## src/rtl/md_unit.sv

```systemverilog
// md_unit - multi-cycle multiply/divide unit for the execute stage.
//
// Runs MULT, MULTU, DIV and DIVU from the decoded alucontrol code and
// commits the 64-bit result into the HI/LO pair. While an op is in flight
// it holds the pipeline. Any other alucontrol code is ignored here.
//
// Ports:
//   clk        rising-edge clock
//   resetn     asynchronous active-low reset
//   valid      execute-stage instruction present
//   alucontrol decoded ALU operation (8 bits)
//   srca       rs operand: dividend / multiplicand
//   srcb       rt operand: divisor / multiplier
//   flush      aborts an op in flight, blocks acceptance in IDLE
//   stall      combinational pipeline hold
//   done       registered one-cycle result-committed pulse
//   busy       registered, high whenever the state is not IDLE
//   hi, lo     HI/LO result registers
//
// state | meaning
// ------+----------------------------------------------------------
// IDLE  | waiting for an MD request
// MUL   | one-cycle multiply, writes hi/lo on exit
// DIV   | 32 restoring radix-2 steps, writes hi/lo on the last one
// DONE  | result committed, done pulse, back to IDLE

module md_unit (
  input  logic        clk,
  input  logic        resetn,
  input  logic        valid,
  input  logic [7:0]  alucontrol,
  input  logic [31:0] srca,
  input  logic [31:0] srcb,
  input  logic        flush,
  output logic        stall,
  output logic        done,
  output logic        busy,
  output logic [31:0] hi,
  output logic [31:0] lo
);

  // Op codes as assigned in defines.vh.
  localparam logic [7:0] EXE_MULT_OP  = 8'b0001_1000;
  localparam logic [7:0] EXE_MULTU_OP = 8'b0001_1001;
  localparam logic [7:0] EXE_DIV_OP   = 8'b0001_1010;
  localparam logic [7:0] EXE_DIVU_OP  = 8'b0001_1011;

  typedef enum logic [1:0] {
    S_IDLE = 2'd0,
    S_MUL  = 2'd1,
    S_DIV  = 2'd2,
    S_DONE = 2'd3
  } state_t;

  state_t      state;
  logic [31:0] opa_q;       // multiplicand, or dividend/quotient shift register
  logic [31:0] opb_q;       // multiplier, or divisor magnitude
  logic [31:0] rem_q;       // partial remainder
  logic        is_signed_q;
  logic        sign_a_q;
  logic        sign_b_q;
  logic [4:0]  cnt_q;

  logic        is_mul;
  logic        is_div;
  logic        op_signed;
  logic        req;
  logic [31:0] abs_a;
  logic [31:0] abs_b;
  logic [63:0] ext_a;
  logic [63:0] ext_b;
  logic [63:0] product;
  logic [32:0] trial;
  logic [31:0] rem_nx;
  logic [31:0] quo_nx;
  logic [31:0] quo_fix;
  logic [31:0] rem_fix;

  assign is_mul    = (alucontrol == EXE_MULT_OP) || (alucontrol == EXE_MULTU_OP);
  assign is_div    = (alucontrol == EXE_DIV_OP)  || (alucontrol == EXE_DIVU_OP);
  assign op_signed = (alucontrol == EXE_MULT_OP) || (alucontrol == EXE_DIV_OP);
  assign req       = valid & (is_mul | is_div);

  // Reset also drops the hold so the pipeline is never stalled while in reset.
  assign stall = req & ~done & resetn;

  assign abs_a = (op_signed && srca[31]) ? (32'd0 - srca) : srca;
  assign abs_b = (op_signed && srcb[31]) ? (32'd0 - srcb) : srcb;

  // Low 64 bits of a 64x64 product of the extended operands is the
  // correct 32x32 product for both signed and unsigned operands.
  assign ext_a   = is_signed_q ? {{32{opa_q[31]}}, opa_q} : {32'd0, opa_q};
  assign ext_b   = is_signed_q ? {{32{opb_q[31]}}, opb_q} : {32'd0, opb_q};
  assign product = ext_a * ext_b;

  // Restoring step: bit 32 of the trial difference is the borrow. The
  // shifted remainder is below twice the divisor, so a kept difference
  // always fits back into 32 bits.
  assign trial   = {rem_q, opa_q[31]} - {1'b0, opb_q};
  assign rem_nx  = trial[32] ? {rem_q[30:0], opa_q[31]} : trial[31:0];
  assign quo_nx  = {opa_q[30:0], ~trial[32]};
  assign quo_fix = (is_signed_q && (sign_a_q ^ sign_b_q)) ? (32'd0 - quo_nx) : quo_nx;
  assign rem_fix = (is_signed_q && sign_a_q) ? (32'd0 - rem_nx) : rem_nx;

  always_ff @(posedge clk or negedge resetn) begin
    if (!resetn) begin
      state       <= S_IDLE;
      opa_q       <= 32'd0;
      opb_q       <= 32'd0;
      rem_q       <= 32'd0;
      is_signed_q <= 1'b0;
      sign_a_q    <= 1'b0;
      sign_b_q    <= 1'b0;
      cnt_q       <= 5'd0;
      hi          <= 32'd0;
      lo          <= 32'd0;
      done        <= 1'b0;
      busy        <= 1'b0;
    end else begin
      done <= 1'b0;
      case (state)
        S_IDLE: begin
          if (req && !flush) begin
            busy        <= 1'b1;
            is_signed_q <= op_signed;
            if (is_mul) begin
              opa_q <= srca;
              opb_q <= srcb;
              state <= S_MUL;
            end else if (srcb != 32'd0) begin
              opa_q    <= abs_a;
              opb_q    <= abs_b;
              sign_a_q <= srca[31];
              sign_b_q <= srcb[31];
              rem_q    <= 32'd0;
              cnt_q    <= 5'd0;
              state    <= S_DIV;
            end else begin
              lo    <= 32'hFFFF_FFFF;
              hi    <= srca;
              done  <= 1'b1;
              state <= S_DONE;
            end
          end
        end

        S_MUL: begin
          if (flush) begin
            busy  <= 1'b0;
            state <= S_IDLE;
          end else begin
            hi    <= product[63:32];
            lo    <= product[31:0];
            done  <= 1'b1;
            state <= S_DONE;
          end
        end

        S_DIV: begin
          if (flush) begin
            busy  <= 1'b0;
            state <= S_IDLE;
          end else begin
            rem_q <= rem_nx;
            opa_q <= quo_nx;
            cnt_q <= cnt_q + 5'd1;
            if (cnt_q == 5'd31) begin
              lo    <= quo_fix;
              hi    <= rem_fix;
              done  <= 1'b1;
              state <= S_DONE;
            end
          end
        end

        S_DONE: begin
          busy  <= 1'b0;
          state <= S_IDLE;
        end

        default: begin
          busy  <= 1'b0;
          state <= S_IDLE;
        end
      endcase
    end
  end

endmodule
```

## config.mk

```make
export PLATFORM = sky130hd
export DESIGN_NAME = md_unit
export DESIGN_NICKNAME = d
export VERILOG_FILES = /design/src/rtl/md_unit.sv
export SDC_FILE = /design/constraint.sdc
export NUM_CORES = 2
export LEC_CHECK = 0
export BUFFER_PORTS_ARGS = -buffer_cell sky130_fd_sc_hd__buf_2
export CAP_MARGIN = 20
export CORE_MARGIN = 2
export CORE_UTILIZATION = 57
export DETAILED_ROUTE_END_ITERATION = 10
export PLACE_DENSITY = 0.74
export SETUP_SLACK_MARGIN = 0.4
export SYNTH_ARGS = -nofsm -noshare
export SYNTH_HDL_FRONTEND = slang
export SYNTH_SLANG_ARGS = --single-unit
```

## constraint.sdc

```tcl
create_clock -name clk -period 20.7 [get_ports clk]
set_input_delay 3.105 -clock clk [delete_from_list [all_inputs] [get_ports clk]]
set_output_delay 3.105 -clock clk [all_outputs]
set_load 0.02 [all_outputs]
```

# [After elaboration in Yosys (flattened, before gate mapping)]
# Index checks and enable logic that the tools add are counted.
[classes] add_sub_neg=6 mul=1 n_eq_ne=18 muxes=55 n_bitwise=8 reduce_logical=23
[op_table] cell="32-bit 2-to-1 mux" count=27
[op_table] cell="32-bit case mux with 3 select lines" count=2
[op_table] cell="64-bit 2-to-1 mux" count=2
[op_table] cell="32-bit case mux with 2 select lines" count=2
[op_table] cell="1-bit by 32-bit subtractor with 32-bit output (first input constant)" count=4
[op_table] cell="64-bit by 64-bit multiplier with 64-bit output" count=1
[op_table] cell="33-bit by 32-bit subtractor with 33-bit output" count=1
[op_table] cell="8-bit by 5-bit == test with 1-bit output (second input constant)" count=4
[op_table] cell="32-bit nonzero test" count=1
[op_table] cell="5-bit 2-to-1 mux" count=4
[op_table] cell="2-bit inequality test (second input constant)" count=7
[op_table] cell="2-bit 2-to-1 mux" count=5
[op_table] cell="5-bit case mux with 2 select lines" count=1
[op_table] cell="1-bit 2-to-1 mux" count=9
[op_table] cell="2-bit case mux with 4 select lines" count=1
[op_table] cell="4-bit AND reduction" count=2
[op_table] cell="7-bit AND reduction" count=1
[op_table] cell="3-bit inequality test (second input constant)" count=2
[op_table] cell="1-bit case mux with 3 select lines" count=2
[op_table] cell="2-bit AND reduction" count=3
[op_table] cell="5-bit by 1-bit adder with 5-bit output (second input constant)" count=1
[op_table] cell="5-bit == test (second input constant)" count=1
[op_table] cell="1-bit logical AND" count=5
[op_table] cell="5-bit AND reduction" count=1
[op_table] cell="14 further kinds" count=22
[word_totals] regBits=172 wordCells=123

# [Longest topological paths before layout]
[depth] word_depth=8 depth_mapped=37 mapped_depth_nobuf=34

# [Least setup slack after synthesis]
# No wires, ideal clock.
[synth_timing] kind="reg2reg" from="reg is_signed_q" to="reg hi[27]" arrival_time_ns=9.375 slack_ns=11.247 path_stages_with_launch=36 n_path_buf=4 period_less_slack_ns=9.453 cell_sequence="dfrtp_1 clkbuf_1 and2_1 clkbuf_1 clkbuf_1 nand2_1 inv_1 fa_1 inv_1 fa_1 inv_1 fa_1 inv_1 fa_1 inv_1 fa_1 fa_1 fa_1 fa_1 fa_1 inv_1 fa_1 inv_1 ha_1 clkbuf_1 a21oi_1 o21bai_1 o21bai_1 a311o_1 a21oi_1 nor3b_1 o31ai_1 a221oi_1 xnor2_1 a31oi_1 a21oi_1"
[synth_via] elab_chain_len=5 word_cells_on_any_way=9 classes_between="mul: 1; mux: 7; reduce/logical: 1"
[synth_lines] item="start: declaration" line_no="59" text="logic is_signed_q;"
[synth_lines] item="start signal: assignment" line_no="125" text="is_signed_q <= op_signed;"
[synth_lines] item="branches (longest 4 deep; another with 64-bit by 64-bit multiplier with 64-bit output)"
[synth_lines] item="32-bit case mux with 3 select lines *" line_no="121" text="case (state)"
[synth_lines] item="end signal: assignment" line_no="140" text="hi <= srca;"
[synth_lines] item="end signal: assignment" line_no="152" text="hi <= product[63:32];"
[synth_lines] item="end signal: assignment" line_no="169" text="hi <= rem_fix;"
[synth_lines] item="end: declaration" line_no="38" text="output logic [31:0] hi,"
# Every way passes the cells marked *. The select of a mux whose other input is x is not followed.
# A chain may end at the register's enable or synchronous reset.

# [Final worst setup path]
[layout_timing] from="reg opb_q[9]" to="reg hi[23]"
[layout_via] elab_chain_len=7 word_cells_on_any_way=10 classes_between="add/sub: 2; mul: 1; mux: 7"
[layout_lines] item="start: declaration" line_no="57" text="logic [31:0] opb_q;"
[layout_lines] item="start signal: assignment" line_no="128" text="opb_q <= srcb;"
[layout_lines] item="start signal: assignment" line_no="132" text="opb_q <= abs_b;"
[layout_lines] item="branches (longest 6 deep; another with 64-bit by 64-bit multiplier with 64-bit output)"
[layout_lines] item="32-bit case mux with 3 select lines *" line_no="121"
# Marked as above.

==> flow_summary.toml <==
[run_status]
status = "finished, final reports clean"

[logic_synthesis]
async_reset_ff_share_pct = 100.0
synthMostInstantiatedCell = "inv_1"
synth-simple-area-share_pct = 14.64
synth-compound-area-share_pct = 8.463
syn_area_mm2 = 0.06109
synthMuxAreaShare_pct = 0.4117
syn_nets = 8662
yosys-top-cells-count = "inv_1, fa_1, nand2_1, and2_1, ha_1"
synthXorXnorAreaFrac_pct = 3.599
yosysWarnings = 0
synth_flop_cell = "dfrtp_1"
synth_cell_types = 97
synth-edff-count = 0
synth_top_cell_area_share_pct = 46.53
ys_top_cells_by_area = "fa_1, inv_1, ha_1, dfrtp_1, and2_1"
synth_top_cell_by_area = "fa_1"
avgSynthCellArea_um2 = 8.965
synth_fa_ha_area_share_pct = 53.78
ys_seq_area_share_pct = 7.046
synth_top_family_by_area = "adder cells"
synthCells = 6814
synth-seq-cells = 172

[cells_and_area]
final_util_pct = 59.56
n_antenna_cell = 0
nets = 8556
finalInstanceArea_mm2 = 0.06358
final.fill_count = 9316
areaGrowthSynthToFinish_pct = 4.084
drive_above_1_share_pct = 5.044

[drt]
via_count = 47630
wl_met1_mm = 69.50
drt_first_pass_iters = 6
drtIter0Drc = 4161
ant_nets = 0
wl_mm = 190.0
wl_met3_mm = 18.19
vias_per_cell = 5.863
drc = 0
highest_layer = "met5"
met2_length_mm = 87.90
drt-wirelength-per-cell_um = 23.38

[timing]
setup_tns_ns = 0
worst_pin_slew_ns = 1.157
setup_viol = 0
rsz0062_at_grt = "false"
hold_ws_ns = 0.4809
max_freq_ghz = 0.09843
hold_viol = 0
drv_slew = 0
fin_worst_skew_ns = 0.02333
relSlewSlack_pct = 22.60
fin_crit_ns = 10.16
fin_crit_sh_pct = 49.08

[run]
maxCapViolCount = 0

[die]
io_pins = 143
die_width_um = 331.4
die_height_um = 331.4
die_area_mm2 = 0.1098
coreArea_mm2 = 0.1068
rows = 120
start_util_pct = 57.22

[cts]
insertion_delay_ns = 0.52
postCtsSetupBuffers = 0
path_clk_slew_ns = 0.08
cts_max_level = 4
cts-buffers-inserted = 17
holdBufCountCts = 0
clockBufferDepth = 2
root_buffer = "clkbuf_16"
cts_tree = "yes"
cts_sinks = 172
post_cts_resized = 0

[critical_path]
crit_path_end_kind = "register"
required_ns = 21.13
rr_startpoint = "opb_q[9]$_DFFE_PN0P_"
critPathSlowestCell = "inv_1"
crit_fanout = 31
startpoint_type = "register"
critPathLaunch = "opb_q[9]$_DFFE_PN0P_"
crit_type = "register to register"
cpPeakStageDelay_ns = 0.67
critPathMostFrequentCell = "fa_1"
arrival_ns = 10.59

[placed_design]
portBuffers = 142
place_area_mm2 = 0.06294
gp_congestion = 0.9934
dp_hpwl_mm = 154.6

[worst_hold_path]
hold_class = "register to register"
hp-start = "hi[3]$_DFFE_PN0P_"

[global_route]
grt_max_degree = 108
grt_overflow = 0
grt_pass1_wl_mm = 298.1
grt_use_total_pct = 35.84
antenna_found_initial = 10
first_global_vias = 50350
-- final timing paths --
kind	slack (ns)	to	cells after the start
min	0.48	hi[3]$_DFFE_PN0P_	1
min reg2reg	0.48	hi[3]$_DFFE_PN0P_	1
max reg2reg	10.54	hi[23]$_DFFE_PN0P_	35
min in group asynchronous	2.73	cnt_q[2]$_DFFE_PN0P_	1
max	10.54	hi[23]$_DFFE_PN0P_	35
max in group asynchronous	16.69	opb_q[29]$_DFFE_PN0P_	3
-- per-layer routing --
layer  track usage, %  vias to the layer above
li1                 -                    20220
met1            45.80                    24320
met2            56.49                     2419
met3            7.588                      653
met4            21.60                       20
met5                0                        -
-- placed cells by master, fill, tap and decap left out, types with 7 or more instances in the layout --
cell type  netlist  routed
a211o_1          7       7
a211oi_1        20      20
a21o_1          61      60
a21oi_1        230     230
a221oi_1        36      36
a22oi_1         13      13
a31o_2           7       7
a31oi_1         23      23
and2_1         503     502
and3_1          45      45
and4_1           7       7
buf_2           17     141
buf_4            0     101
clkbuf_16        0      17
dfrtp_1        172     171
fa_1          1420    1420
ha_1           352     350
inv_1         1581    1581
mux2i_1         17      17
nand2_1        766     761
nand2b_1        28      28
nand3_1         38      38
nand4_1         23      23
nor2_1         270     270
nor2b_1         14      14
nor3_1          53      52
nor3b_1          7       7
nor4_1          14      14
o211ai_1        12      12
o21a_1          26      26
o21ai_0        180     180
o21ai_1         28      28
o21bai_1        16      16
o31ai_1         48      48
o41ai_1         12      12
or2_2            8       8
or3_1           29      29
or4_1           11      11
xnor2_1        157     157
xor2_1          94      94
-- layout make-up --
class / count / area, µm² / area share, %
clock inverters: 15 / 168.9 / 0.2657
well taps: 1403 / 1755 / 2.761
flip-flops and latches: 172 / 4305 / 6.771
clock buffers: 17 / 425.4 / 0.6691
repair buffers: 245 / 1525 / 2.399
multi-input cells: 4688 / 49460 / 77.78
inverters: 1584 / 5946 / 9.351
-- worst max-delay path, delay by kind of cell (launching register included) --
kind,cells,cell delay [ns]
AO/OA/AOI/OAI,5,1.35
buffers and inverters,11,1.53
AND/OR/NAND/NOR,7,1.35
flip-flops,1,0.36
adder cells (fa/ha/maj),11,5.36
XOR/XNOR,1,0.14
-- flip-flops by register name (all words and copies together), names as in the netlist --
signal	cells
hi	32
lo	32
opa_q	32
opb_q	32
rem_q	32
cnt_q	5
state	2
busy	1
done	1
is_signed_q	1
sign_a_q	1
sign_b_q	1
-- cell families after synthesis --
group | count (synthesis)
compound gates | 799
xor+xnor | 251
fa+ha+maj | 1774
buf+inv | 1954
flops | 172
mux | 24
simple gates | 1840
-- metrics by stage --
step	setup WS [ns]	instances
after floorplan	11.25	6814
after global placement	10.80	8090
after detailed placement	10.67	8090
after CTS	10.61	8122
after global routing	10.05	8124
final	10.54	8124
Power is left out: the tool's default activity adds up to more than one toggle a clock period on the data nets, which glitch-free logic cannot reach.
